## src/rtl/ov7670_init_sequencer.sv

```systemverilog
// OV7670 boot-time register programming sequencer.
// Waits out the power-up settle time after a start edge, then walks a
// {reg_addr,reg_data} table held in an external two-stage synchronous ROM,
// issuing one SCCB write per entry over a req/ack handshake.
// Entries 16'hFFnn are markers: FFFF ends the table, FF00 is skipped and
// FF01..FFFE insert a delay of nn*DELAY_UNIT cycles.
//
// state      | meaning
// IDLE       | waiting for a start edge after reset
// POWERUP    | settle delay before the first fetch
// FETCH      | rom_addr presented to the ROM
// FETCH_WAIT | second ROM pipeline cycle
// DECODE     | rom_data valid, classify entry
// DELAY      | in-table delay marker countdown
// WRITE_REQ  | wr_addr/wr_data latched, raise wr_req
// WRITE_WAIT | wr_req high, waiting for wr_ack or timeout
// GAP        | idle spacing after an acked write
// NEXT       | advance to the next entry or finish at the last one
// DONE       | table completed
// ERROR      | a write timed out

module ov7670_init_sequencer #(
   parameter int unsigned ROM_AW         = 8,
   parameter int unsigned POWERUP_CYCLES = 1_500_000,
   parameter int unsigned GAP_CYCLES     = 50,
   parameter int unsigned DELAY_UNIT     = 50_000,
   parameter int unsigned TIMEOUT_CYCLES = 100_000
) (
   input  logic              clk50,
   input  logic              resetn,
   input  logic              start,
   output logic [ROM_AW-1:0] rom_addr,
   input  logic [15:0]       rom_data,
   output logic              wr_req,
   output logic [7:0]        wr_addr,
   output logic [7:0]        wr_data,
   input  logic              wr_ack,
   output logic              busy,
   output logic              done,
   output logic              err,
   output logic [ROM_AW:0]   write_count
);

   function automatic int unsigned max4(input int unsigned a, input int unsigned b,
                                        input int unsigned c, input int unsigned d);
      int unsigned m;
      m = a;
      if (b > m) m = b;
      if (c > m) m = c;
      if (d > m) m = d;
      return m;
   endfunction

   // One shared down-counter serves power-up, delay markers, write timeout and gap.
   localparam int unsigned MAX_CYC = max4(POWERUP_CYCLES, 254 * DELAY_UNIT,
                                          TIMEOUT_CYCLES, GAP_CYCLES);
   localparam int TW = (MAX_CYC < 2) ? 1 : $clog2(MAX_CYC + 1);

   localparam logic [TW-1:0]     T_ONE    = TW'(1);
   localparam logic [TW-1:0]     PU_LOAD  = TW'(POWERUP_CYCLES - 1);
   localparam logic [TW-1:0]     TO_LOAD  = TW'(TIMEOUT_CYCLES - 1);
   localparam logic [TW-1:0]     GAP_LOAD = TW'(GAP_CYCLES - 1);
   localparam logic [TW-1:0]     DU_T     = TW'(DELAY_UNIT);
   localparam logic [ROM_AW-1:0] A_ONE    = ROM_AW'(1);
   localparam logic [ROM_AW:0]   C_ONE    = (ROM_AW + 1)'(1);

   typedef enum logic [3:0] {
      IDLE, POWERUP, FETCH, FETCH_WAIT, DECODE, DELAY,
      WRITE_REQ, WRITE_WAIT, GAP, NEXT, DONE, ERROR
   } state_t;

   state_t          state, state_nxt;
   logic [TW-1:0]   timer;
   logic [TW-1:0]   delay_load;
   logic            start_q;
   logic            start_edge;
   logic            launch;
   logic            timer_zero;
   logic            is_marker, is_end, is_skip;
   logic            last_addr;

   assign start_edge = start & ~start_q;
   assign launch     = start_edge & ((state == IDLE) | (state == DONE) | (state == ERROR));
   assign timer_zero = (timer == '0);
   assign is_marker  = (rom_data[15:8] == 8'hFF);
   assign is_end     = (rom_data == 16'hFFFF);
   assign is_skip    = (rom_data == 16'hFF00);
   assign last_addr  = (rom_addr == '1);
   assign delay_load = TW'(rom_data[7:0]) * DU_T - T_ONE;

   // State register
   always_ff @(posedge clk50) begin
      if (!resetn) state <= IDLE;
      else         state <= state_nxt;
   end

   // Next-state decode
   always_comb begin
      state_nxt = state;
      case (state)
         IDLE, DONE, ERROR: if (launch) state_nxt = POWERUP;
         POWERUP:           if (timer_zero) state_nxt = FETCH;
         FETCH:             state_nxt = FETCH_WAIT;
         FETCH_WAIT:        state_nxt = DECODE;
         DECODE: begin
            if (is_end)         state_nxt = DONE;
            else if (is_skip)   state_nxt = NEXT;
            else if (is_marker) state_nxt = DELAY;
            else                state_nxt = WRITE_REQ;
         end
         DELAY:             if (timer_zero) state_nxt = NEXT;
         WRITE_REQ:         state_nxt = WRITE_WAIT;
         WRITE_WAIT: begin
            // an ack arriving on the expiry cycle still wins
            if (wr_ack)          state_nxt = GAP;
            else if (timer_zero) state_nxt = ERROR;
         end
         GAP:               if (timer_zero) state_nxt = NEXT;
         NEXT:              state_nxt = last_addr ? DONE : FETCH;
         default:           state_nxt = IDLE;
      endcase
   end

   // Status outputs decoded from state
   always_comb begin
      wr_req = (state == WRITE_WAIT);
      done   = (state == DONE);
      err    = (state == ERROR);
      busy   = !((state == IDLE) || (state == DONE) || (state == ERROR));
   end

   // Shared down-counter: loaded on entry to each timed state, stops at zero
   always_ff @(posedge clk50) begin
      if (!resetn) begin
         timer <= '0;
      end else begin
         case (state)
            IDLE, DONE, ERROR:   if (launch) timer <= PU_LOAD;
            POWERUP, DELAY, GAP: if (!timer_zero) timer <= timer - T_ONE;
            DECODE:              timer <= delay_load;
            WRITE_REQ:           timer <= TO_LOAD;
            WRITE_WAIT: begin
               if (wr_ack)           timer <= GAP_LOAD;
               else if (!timer_zero) timer <= timer - T_ONE;
            end
            default: ;
         endcase
      end
   end

   // Table pointer, write counter, latched write payload and start-edge history
   always_ff @(posedge clk50) begin
      if (!resetn) begin
         start_q     <= 1'b0;
         rom_addr    <= '0;
         write_count <= '0;
         wr_addr     <= '0;
         wr_data     <= '0;
      end else begin
         start_q <= start;
         if (launch) begin
            rom_addr    <= '0;
            write_count <= '0;
         end
         if ((state == NEXT) && !last_addr) rom_addr <= rom_addr + A_ONE;
         if ((state == WRITE_WAIT) && wr_ack) write_count <= write_count + C_ONE;
         if ((state == DECODE) && !is_marker) begin
            wr_addr <= rom_data[15:8];
            wr_data <= rom_data[7:0];
         end
      end
   end

endmodule

```

## config.mk

```make
export PLATFORM = sky130hd
export DESIGN_NAME = ov7670_init_sequencer
export DESIGN_NICKNAME = d
export VERILOG_FILES = /design/src/rtl/ov7670_init_sequencer.sv
export SDC_FILE = /design/constraint.sdc
export NUM_CORES = 1
export LEC_CHECK = 0
export BUFFER_PORTS_ARGS = -buffer_cell sky130_fd_sc_hd__buf_2
export CAP_MARGIN = 20
export CORE_MARGIN = 8
export CORE_UTILIZATION = 31
export CTS_CLUSTER_DIAMETER = 30
export CTS_CLUSTER_SIZE = 28
export DETAILED_ROUTE_END_ITERATION = 10
export PLACE_DENSITY = 0.49
export RECOVER_POWER = 100
export SYNTH_ARGS = -nofsm -noshare
export SYNTH_HDL_FRONTEND = slang
export SYNTH_SLANG_ARGS = --single-unit
```

## constraint.sdc

```tcl
create_clock -name clk50 -period 8.7 [get_ports clk50]
set_input_delay 2.61 -clock clk50 [delete_from_list [all_inputs] [get_ports clk50]]
set_output_delay 2.61 -clock clk50 [all_outputs]
set_load 0.1 [all_outputs]
```

==> impl_results.md, run 1 <==
* Status: finished, final reports clean
* Crit path buf inv count at 3
* Antenna diodes at 0
* Final hold slack at 0.454 ns
* Post-layout min period at 6.78 ns
* Initial antenna violation count at 0
* Pre-CTS setup slack at 1.73 ns
* Worst R2R Start: state[1]$_SDFFE_PN0P_
* WHS Path Cells at 2
* CTS tree: done
* Avg Inst Size Synth at 7.67 um^2
* Final hold vios at 0
* Hold Buf Count CTS at 0
* Port Buf Inserts at 56
* Final nets at 821
* WS Path Type: in -> reg
* PostCTS Resize Cnt at 0
* Rows at 47
* Root Buffer: clkbuf_16
* Area growth from synthesis to layout at 14.1%
* Vias in the first global route at 4,883
* Synthesized area at 0.00524 mm^2
* RSZ-0062 raised after global routing: no
* Post-synth EDFFs at 0
* Worst Hold Endpoint: wr_addr[1]$_SDFFE_PN0P_
* R2R setup slack at 5.99 ns
* DR vias/cell at 5.30
* Critical path required time at 8.94 ns
* Setup bufs post-CTS at 0
* Io pins at 57
* GRT Residual Overflow at 0
* Synth Net Count at 776
* CP max stage cell: a311oi_1
* Ys Warns at 0
* CTS clk-pin slew, worst paths at 0.05 ns
* Vias after detailed routing at 5,055
* Comb power frac at 0.565
* Crit-path max FO at 6
* WL/cell at 15.6 um
* Max VDD drop at 153 uV
* Fillers at 1,821
* Cts bufs inserted at 9
* Die ar. at 0.0213 mm^2
* Pwr dens at 307 mW/mm^2
* Detail Route Antenna Nets at 0
* R2R depth at 7
* Switching share of total power at 0.481
* Arrival time worst endpoint at 7.02 ns
* Yosys reg bits at 62
* Critical Path Max Stage Delay at 0.58 ns
* Worst Tran Pin Value at 1.26 ns
* Initial Util at 0.316
* Chip height at 146 um
* Total negative setup slack at 0 ns
* Period utilization at 0.779
* Gate Count Post-Synth at 684
* CP dominant cell by count: ha_1
* Pin count of the biggest net entering global routing at 33
* Final setup fails at 0
* CP cell instances: clkbuf_1 > ha_1 > ha_1 > inv_1 > fa_1 > inv_1 > fa_1 > ha_1 > nand3_1 > a211oi_1 > o21ai_0 > a21oi_1 > nor4_1 > a311oi_1 > and3_1 > o21ai_0 > a31oi_1
* Global-route wire length before repair at 24.6 mm
* Net load switching power at 0.883 mW
* Reg2reg end: timer[11]$_SDFFE_PN0P_
* H-tree Lvls at 3
* Leakage at 2.41 nW
* Critical Path Start Type: input pin
* Drt drc at 0
* HP Class: reg -> reg
* Max-Cap Viols at 0
* Die width at 146 um
* Family with the most delay on the worst path: adder cells
* Hold Startpoint: wr_addr[1]$_SDFFE_PN0P_
* Netlist cell types at 63
* Pre-antenna DRT Iters at 5
* Area leader, netlist: dfxtp_1
* Detail Placement HPWL at 11.5 mm
* GRT Total Usage at 0.138
* Setup ws final at 1.92 ns
* Fmax at 148 MHz
* Initial DRC count at 360
* Slew headroom at 0.161
* CORE AREA at 0.0166 mm^2
* Post-synth top cells: 78 x nor2_1, 71 x a21oi_1, 64 x nand2_1, 62 x dfxtp_1, 60 x ha_1
* Clk sink count at 62
* Sequential Power Share at 0.224
* Clock Power Share at 0.211
* P_int at 0.954 mW
* Top cells by area, synth: dfxtp_1 24%, ha_1 14%, a21oi_1 6.8%
* Post-synth top flop: dfxtp_1
* Crit path capture type: flip-flop
* Worst skew pair latency at 0.34 ns
* CTS Buffer Depth at 2
* Most common cell in the synthesized netlist: nor2_1
* GPL Wtd Cong at 0.869
* Clk_skew at 0.00963 ns
* Post-synth top area share at 0.237
* Final wirelength at 14.9 mm
* Sequential share of the synthesized area at 0.237
* Async set or reset register ratio after synthesis at 0
* Share of cells above drive strength 1 at 0.0763
* Setup crit start: rom_data[2]
* Max Slew Vio Count at 0
-- final cells by class --
class,instances,area [um^2],share of cell area
Multi-Input combinational cell,564,3770,0.631
Clock inverter,6,86.3,0.0144
Clock buffer,10,229,0.0383
Inverter,33,124,0.0207
Tap cell,220,275,0.0460
Sequential cell,62,1240,0.208
Timing Repair Buffer,59,250,0.0418
-- cell families after synthesis --
group / Yosys count / synth area share
compound gates: 197 / 0.225
fa+ha+maj: 72 / 0.189
mux: 4 / 0.00787
simple gates: 261 / 0.249
flops: 62 / 0.237
buf+inv: 58 / 0.0425
xor+xnor: 30 / 0.0501
-- cell usage in the layout (no fill, tap or decap), drive strengths merged, types with 9 or more instances in the layout --
cell type / n
nand3: 17
dfxtp: 62
nor2: 79
fa: 12
xnor2: 15
nand4: 9
o21ai: 66
or3: 9
or2: 9
buf: 19
a21oi: 71
ha: 60
a31oi: 13
nand2: 64
nor3: 22
clkbuf: 50
and3: 13
xor2: 15
nor4: 9
inv: 32
-- power groups by stage --
stage | Sequential [mW] | Combinational (mW) | Clock, mW
finish | 0.412 | 1.04 | 0.388
global route | 0.421 | 1.16 | 0.412
CTS | 0.411 | 1.04 | 0.397
detailed placement | 0.415 | 1.04 | 0
global placement | 0.415 | 1.02 | 0
floorplan | 0.425 | 0.799 | 0
-- state kept, by name, summed over array words and instances, names as in the netlist --
signal / count
start_q: 1
rom_addr: 8
timer: 24
wr_data: 8
write_count: 9
wr_addr: 8
state: 4
-- worst max-delay path by stage --
stage                     cells past startpoint  slack (ns)                     end
after floorplan                              16        2.35  timer[19]$_SDFFE_PN0P_
after global placement                       17        1.89  timer[22]$_SDFFE_PN0P_
after detailed placement                     17        1.73  timer[21]$_SDFFE_PN0P_
after CTS                                    17        2.07  timer[21]$_SDFFE_PN0P_
after global routing                         17        1.52  timer[21]$_SDFFE_PN0P_
final                                        17        1.92  timer[21]$_SDFFE_PN0P_
-- worst min-delay path, cell delays in order, from the launching register on --
cell and delay, ns:
dfxtp_1 0.30, nand2_1 0.05, a21oi_1 0.05
-- metal layers --
metal,share of wire,global-route usage,vias up
li1,-,-,2552
met1,0.48,0.175,2409
met2,0.48,0.232,86
met3,0.032,0.0328,8
met4,0.0074,0.0314,0
met5,0,0,-
-- metrics by stage --
stage	area [um^2]	utilization	power (mW)	std cells
2_1_floorplan	5240	-	1.22	684
4_1_cts	6040	0.364	1.85	954
6_report	5980	0.361	1.84	954
5_1_grt	5980	0.361	2.00	954
3_3_place_gp	5720	0.345	1.44	938
3_5_place_dp	5720	0.345	1.45	938
(Power assumes the default switching activity.)
==> run 2: changes to the inputs <==
--- a/config.mk
+++ b/config.mk
@@ -12,7 +12,7 @@
 export CTS_CLUSTER_DIAMETER = 30
 export CTS_CLUSTER_SIZE = 28
 export DETAILED_ROUTE_END_ITERATION = 10
-export PLACE_DENSITY = 0.49
+export PLACE_DENSITY = 0.5
 export RECOVER_POWER = 100
 export SYNTH_ARGS = -nofsm -noshare
 export SYNTH_HDL_FRONTEND = slang
==> constraint.sdc (replaced) <==
create_clock -name clk50 -period 5.65 [get_ports clk50]
set_input_delay 1.695 -clock clk50 [delete_from_list [all_inputs] [get_ports clk50]]
set_output_delay 1.695 -clock clk50 [all_outputs]
set_load 0.1 [all_outputs]
==> run 2 against run 1 <==
Non-clock buffer count rose by 40. Via count rose by 2.1%. Core utilization rose by 2.0 points. Critical path depth rose by 1. Setup slack got worse by 1.7 ns. Register-to-register slack got worse by 3.4 ns. Sequential share of layout area fell by 1.1 points. Flip-flop and latch count did not move.
==> impl_results.md, run 2 (synthesis gave the netlist of run 1 again) <==
* Setup bufs post-CTS at 0 (unchanged)
* Critical path required time at 5.84 ns (-3.10 ns)
* Clk sink count at 62 (unchanged)
* Status: finished, final reports clean
* Die ar. at 0.0213 mm^2 (unchanged)
* Fillers at 1,751 (-3.8%)
* Area growth from synthesis to layout at 20.2%
* Top reg by flops: timer
* WS Path Type: in -> reg
* Max VDD drop at 220 uV (+44%)
* Antenna diodes at 0 (unchanged)
* Critical Path Start Type: input pin
* H-tree Lvls at 3 (unchanged)
* Worst skew pair latency at 0.33 ns (about the same)
* GRT Residual Overflow at 0 (unchanged)
* Share of cells above drive strength 1 at 0.125 (+0.0492)
* CORE AREA at 0.0166 mm^2 (unchanged)
* Placed cell count at 977 (+4.2%)
* Largest register FFs at 24 (unchanged)
* Worst setup path endpoint: timer[21]$_SDFFE_PN0P_
* Rows at 47 (unchanged)
* CTS Buffer Depth at 2 (unchanged)
* Pwr dens at 476 mW/mm^2 (+55%)
* Global-route wire length before repair at 24.3 mm (-1.2%)
* Worst R2R Start: state[0]$_SDFFE_PN0P_
* HP Class: reg -> reg
* Switching share of total power at 0.457 (-0.0235)
* Hold Buf Count CTS at 0 (unchanged)
* Drt drc at 0 (unchanged)
* Clk_skew at 0.00939 ns (-0.000248 ns)
* Crit path capture type: flip-flop
* Max Slew Vio Count at 0 (unchanged)
* Worst Tran Pin Value at 1.36 ns (+0.103 ns)
* Vias after detailed routing at 5,160 (+2.1%)
* GPL Wtd Cong at 0.857 (-1.4%)
* Initial antenna violation count at 0 (unchanged)
* Initial DRC count at 365 (+1.4%)
* Net load switching power at 1.37 mW (+55%)
* R2R depth at 9 (+2)
* CTS clk-pin slew, worst paths at 0.05 ns (about the same)
* Leakage at 2.61 nW (+8.3%)
* Most frequent cells in the layout: 78 x nor2_1, 71 x a21oi_1, 64 x nand2_1, 62 x dfxtp_1, 60 x ha_1
* Period utilization at 0.962
* Final hold vios at 0 (unchanged)
* Final nets at 861 (+4.9%)
* R2R setup slack at 2.62 ns (-3.37 ns)
* Vias in the first global route at 4,909 (+0.53%)
* Arrival time worst endpoint at 5.63 ns (-1.39 ns)
* Port Buf Inserts at 56 (unchanged)
* Cts bufs inserted at 9 (unchanged)
* Clock Power Share at 0.200 (-0.011)
* Root Buffer: clkbuf_16
* Max-Cap Viols at 0 (unchanged)
* RSZ-0062 raised after global routing: no
* Die width at 146 um (unchanged)
* Pre-antenna DRT Iters at 5 (unchanged)
* Detail Placement HPWL at 11.7 mm (+1.3%)
* Setup crit start: rom_data[4]
* Pin count of the biggest net entering global routing at 33 (unchanged)
* Final setup fails at 0 (unchanged)
* Reg2reg end: timer[23]$_SDFFE_PN0P_
* Biggest regs: timer: 24 flops, write_count: 9 flops
* GRT Total Usage at 0.137 (-0.00127)
* Setup ws final at 0.215 ns (-1.71 ns)
* DR vias/cell at 5.20 (-1.9%)
* CTS tree: done
* Final Non-Filler Cells at 993 (+4.1%)
* PostCTS Resize Cnt at 0 (unchanged)
* Crit-path max FO at 5 (-1)
* Pre-CTS setup slack at -0.145 ns (-1.87 ns)
* WL/cell at 15.0 um (-4.0%)
* Sequential Power Share at 0.211 (-0.013)
* Comb power frac at 0.589 (+0.024)
* P_int at 1.63 mW (+71%)
* Io pins at 57 (unchanged)
* Post-layout min period at 5.44 ns
* Final wirelength at 14.9 mm (about the same)
* Total negative setup slack at 0 ns (unchanged)
* Final hold slack at 0.452 ns (-0.00183 ns)
* Detail Route Antenna Nets at 0 (unchanged)
* Fmax at 184 MHz
* Initial Util at 0.316 (unchanged)
* Chip height at 146 um (unchanged)
* Most common cell after layout, fill and taps aside: nor2_1
* Slew headroom at 0.0917 (-0.0689)
-- run 2: cell type report --
| type | count | area [um^2] | share of cell area |
|---|---|---|---|
| Clock buffer | 11 | 253 | 0.0401 |
| Timing Repair Buffer | 99 | 544 | 0.0863 |
| Inverter | 33 | 124 | 0.0196 |
| Tap cell | 220 | 275 | 0.0437 |
| Clock inverter | 4 | 70.1 | 0.0111 |
| Sequential cell | 62 | 1240 | 0.197 |
| Multi-Input combinational cell | 564 | 3800 | 0.602 |
-- run 2: metrics by stage --
| stage | instance area [um^2] | total power, mW | util |
|---|---|---|---|
| 2_1_floorplan | 5240 | 1.88 | - |
| 3_3_place_gp | 6020 | 2.36 | 0.363 |
| 6_report | 6300 | 3.00 | 0.380 |
| 4_1_cts | 6340 | 3.00 | 0.382 |
| 5_1_grt | 6300 | 3.25 | 0.380 |
| 3_5_place_dp | 6020 | 2.38 | 0.363 |
-- run 2: per-layer routing --
| metal | up-vias | wire (um) | track usage |
|---|---|---|---|
| met4 | 0 | 218 | 0.0531 |
| li1 | 2642 | - | - |
| met2 | 108 | 7080 | 0.230 |
| met3 | 13 | 603 | 0.0253 |
| met1 | 2397 | 7010 | 0.170 |
| met5 | - | 0 | 0 |
-- run 2: how the worst min path moves through the flow --
stage	cells past startpoint	slack (ns)	endpoint	start
after floorplan	2	0.46	timer[15]$_SDFFE_PN0P_	timer[15]$_SDFFE_PN0P_
after global placement	2	0.44	wr_addr[1]$_SDFFE_PN0P_	wr_addr[1]$_SDFFE_PN0P_
after detailed placement	2	0.45	wr_addr[4]$_SDFFE_PN0P_	wr_addr[4]$_SDFFE_PN0P_
after CTS	2	0.45	wr_addr[4]$_SDFFE_PN0P_	wr_addr[4]$_SDFFE_PN0P_
after global routing	2	0.48	wr_data[4]$_SDFFE_PN0P_	wr_data[4]$_SDFFE_PN0P_
final	2	0.45	wr_addr[4]$_SDFFE_PN0P_	wr_addr[4]$_SDFFE_PN0P_
-- run 2: power by group through the flow --
stage          combinational, mW  sequential, mW  clock [mW]
4_1_cts                     1.76           0.631       0.617
3_3_place_gp                1.73           0.637           0
3_5_place_dp                1.74           0.639           0
5_1_grt                     1.96           0.647       0.637
6_report                    1.77           0.633       0.601
2_1_floorplan               1.23           0.655           0
-- run 2: worst max-delay path, stage by stage --
cell	delay, ns
buf_2	0.12
ha_1	0.30
ha_1	0.28
inv_1	0.05
fa_1	0.49
inv_1	0.05
fa_1	0.47
ha_1	0.37
a21oi_1	0.11
o21ai_1	0.22
a2111oi_0	0.12
or3_1	0.43
xnor2_2	0.18
nor3_2	0.28
buf_4	0.17
a21oi_1	0.06
o21ai_1	0.13
a31oi_1	0.09
==> run 3: changes to the inputs <==
--- a/config.mk
+++ b/config.mk
@@ -7,7 +7,7 @@
 export LEC_CHECK = 0
 export BUFFER_PORTS_ARGS = -buffer_cell sky130_fd_sc_hd__buf_2
 export CAP_MARGIN = 20
-export CORE_MARGIN = 8
+export CORE_MARGIN = 2
 export CORE_UTILIZATION = 31
 export CTS_CLUSTER_DIAMETER = 30
 export CTS_CLUSTER_SIZE = 28
==> run 3 against run 2 <==
First-iteration DRC count fell by 6.3%. Wire length grew 0.42%. Fmax increased by 0.55%. Final cell count rose by 0.10%. Clock skew rose by 0.0010 ns. Register-to-register slack improved by 0.22 ns. Non-clock buffer count is the same. Clock-buffer cell count is the same. Power decreased by 1.4%. Critical endpoint unchanged.
==> impl_results.md, run 3 (synthesis gave the netlist of run 1 again) <==
* Initial Util at 0.316 (unchanged)
* DR vias/cell at 5.28 (+1.7%)
* Post-layout min period at 5.41 ns (-0.0296 ns)
* Met3 Routed Length at 668 um (+11%)
* Slew headroom at 0.0630 (-0.0287)
* WL met2 at 7.11 mm (+0.49%)
* R2R setup slack at 2.84 ns (+0.22 ns)
* Hold Startpoint: wr_addr[5]$_SDFFE_PN0P_
* CTS tree: done
* Setup ws final at 0.244 ns (+0.0296 ns)
* Chip height at 134 um (-8.2%)
* Worst Hold Endpoint: wr_addr[5]$_SDFFE_PN0P_
* Most common cell after layout, fill and taps aside: nor2_1
* HP Class: reg -> reg
* Die width at 134 um (-8.2%)
* Final nets at 861 (unchanged)
* Vias after detailed routing at 5,253 (+1.8%)
* Die ar. at 0.0180 mm^2 (-16%)
* Crit path capture type: flip-flop
* Root Buffer: clkbuf_16
* Fillers at 1,788 (+2.1%)
* Final wirelength at 15.0 mm (+0.42%)
* WL/cell at 15.1 um (+0.32%)
* GPL Wtd Cong at 0.887 (+3.5%)
* Detail Route Antenna Nets at 0 (unchanged)
* Critical path required time at 5.84 ns (about the same)
* Area taken by multi-input logic gates at 0.00387 mm^2 (+1.9%)
* Worst skew pair latency at 0.33 ns (about the same)
* Power Total at 2.96 mW (-1.4%)
* Top reg by flops: timer
* Worst Tran Pin Value at 1.41 ns (+0.0430 ns)
* Pre-CTS setup slack at -0.183 ns (-0.0382 ns)
* Rows at 47 (unchanged)
* Pwr dens at 468 mW/mm^2 (-1.7%)
* Fmax at 185 MHz (+0.55%)
* Detail Placement HPWL at 11.6 mm (-0.77%)
* Pre-antenna DRT Iters at 5 (unchanged)
* Max-Cap Viols at 0 (unchanged)
* Share of cells above drive strength 1 at 0.136 (+0.0102)
* CTS Buffer Depth at 2 (unchanged)
* Io pins at 57 (unchanged)
* Global-route wire length before repair at 24.3 mm (+0.12%)
* Area growth from synthesis to layout at 20.6%
* Period utilization at 0.957 (-0.00524)
* Final setup fails at 0 (unchanged)
* Leakage at 2.61 nW (about the same)
* Worst R2R Start: state[0]$_SDFFE_PN0P_
* Drt drc at 0 (unchanged)
* Initial antenna violation count at 0 (unchanged)
* Register Area at 0.00124 mm^2 (unchanged)
* Placed cell count at 977 (unchanged)
* Initial DRC count at 342 (-6.3%)
* Reg2reg end: timer[23]$_SDFFE_PN0P_
* Arrival time worst endpoint at 5.59 ns (-0.04 ns)
* Cts bufs inserted at 9 (unchanged)
* Clk sink count at 62 (unchanged)
* RSZ-0062 raised after global routing: no
* Final hold vios at 0 (unchanged)
* Biggest regs: timer: 24 flops, write_count: 9 flops
* Clk_skew at 0.0104 ns (+0.00103 ns)
* Vias in the first global route at 4,970 (+1.2%)
* Status: finished, final reports clean
* Crit-path max FO at 4 (-1)
* Critical Path Start Type: input pin
* Largest register FFs at 24 (unchanged)
* WS Path Type: in -> reg
* H-tree Lvls at 3 (unchanged)
* Final Non-Filler Cells at 994 (+0.10%)
* Highest routed layer: met4
* Max Slew Vio Count at 0 (unchanged)
* R2R depth at 8 (-1)
* Antenna diodes at 0 (unchanged)
* Port Buf Inserts at 56 (unchanged)
* CORE AREA at 0.0166 mm^2 (unchanged)
* Pin count of the biggest net entering global routing at 33 (unchanged)
* CTS clk-pin slew, worst paths at 0.05 ns (about the same)
* Max VDD drop at 251 uV (+14%)
* GRT Total Usage at 0.166 (+0.0292)
* WHS Path Cells at 2 (unchanged)
* Most frequent cells in the layout: 78 x nor2_1, 69 x a21oi_1, 64 x nand2_1, 62 x dfxtp_1, 59 x ha_1
* GRT Residual Overflow at 0 (unchanged)
* Met1 WL at 6.90 mm (-1.5%)
[run 3: changes by cell type in the layout (fill, tap and decap cells not counted), moves of 2 or more]
cell       change
clkinv_4       +3
a21oi_1        -2
bufinv_16      -2
clkbuf_8       -2
nand3_1        -2
nand3_2        +2
nor3_4         +2
[run 3: metrics by stage]
stage	instance area [um^2]	hold slack (ns)	setup TNS, ns	utilization
final	6320	0.454	0	0.381
after global routing	6320	0.475	0	0.381
after CTS	6280	0.453	0	0.379
after detailed placement	6020	0.446	-0.952	0.363
after global placement	6020	0.442	-0.569	0.363
after floorplan	5240	0.459	0	-
[run 3: metal layers]
layer	vias up	track usage
met4	0	0.0515
li1	2633	-
met3	13	0.0299
met2	156	0.282
met1	2451	0.214
met5	-	0
[run 3: worst max-delay path, cell delays in order]
cell	delay, ns
clkbuf_2	0.11
ha_1	0.30
inv_1	0.05
fa_1	0.47
inv_1	0.05
fa_1	0.47
ha_1	0.31
ha_1	0.34
a21oi_1	0.20
o21ai_1	0.14
a2111oi_0	0.40
or3_1	0.25
xnor2_4	0.11
nor3_4	0.23
buf_4	0.15
a21oi_1	0.06
o21ai_1	0.14
a31oi_1	0.09
[run 3: area by class of cell]
cell class	instances	area share
Clock buffer	11	0.0368
Clock inverter	5	0.00574
Inverter	33	0.0196
Multi-Input combinational cell	564	0.612
Sequential cell	62	0.196
Tap cell	220	0.0435
Timing Repair Buffer	99	0.0864
[run 3: how the worst max path moves through the flow]
stage / to / start
after floorplan: timer[19]$_SDFFE_PN0P_ / rom_data[2]
after global placement: timer[22]$_SDFFE_PN0P_ / rom_data[4]
after detailed placement: timer[22]$_SDFFE_PN0P_ / rom_data[4]
after CTS: timer[22]$_SDFFE_PN0P_ / rom_data[2]
after global routing: timer[22]$_SDFFE_PN0P_ / rom_data[6]
final: timer[21]$_SDFFE_PN0P_ / rom_data[4]
[run 3: where the power goes]
| part | total [mW] | switching (mW) | internal, mW |
|---|---|---|---|
| combinational | 1.82 | 1.10 | 0.720 |
| clock | 0.497 | 0.200 | 0.297 |
| sequential | 0.637 | 0.118 | 0.519 |
| total | 2.96 | 1.42 | 1.54 |
[run 3: what timing repair did]
| item | 4_1_cts | 5_1_grt |
|---|---|---|
| hold buffers | 0 | 0 |
| buffers inserted | 0 | 1 |
| gates resized for setup | 0 | 16 |
| endpoints found under the setup margin | 0 | 8 |
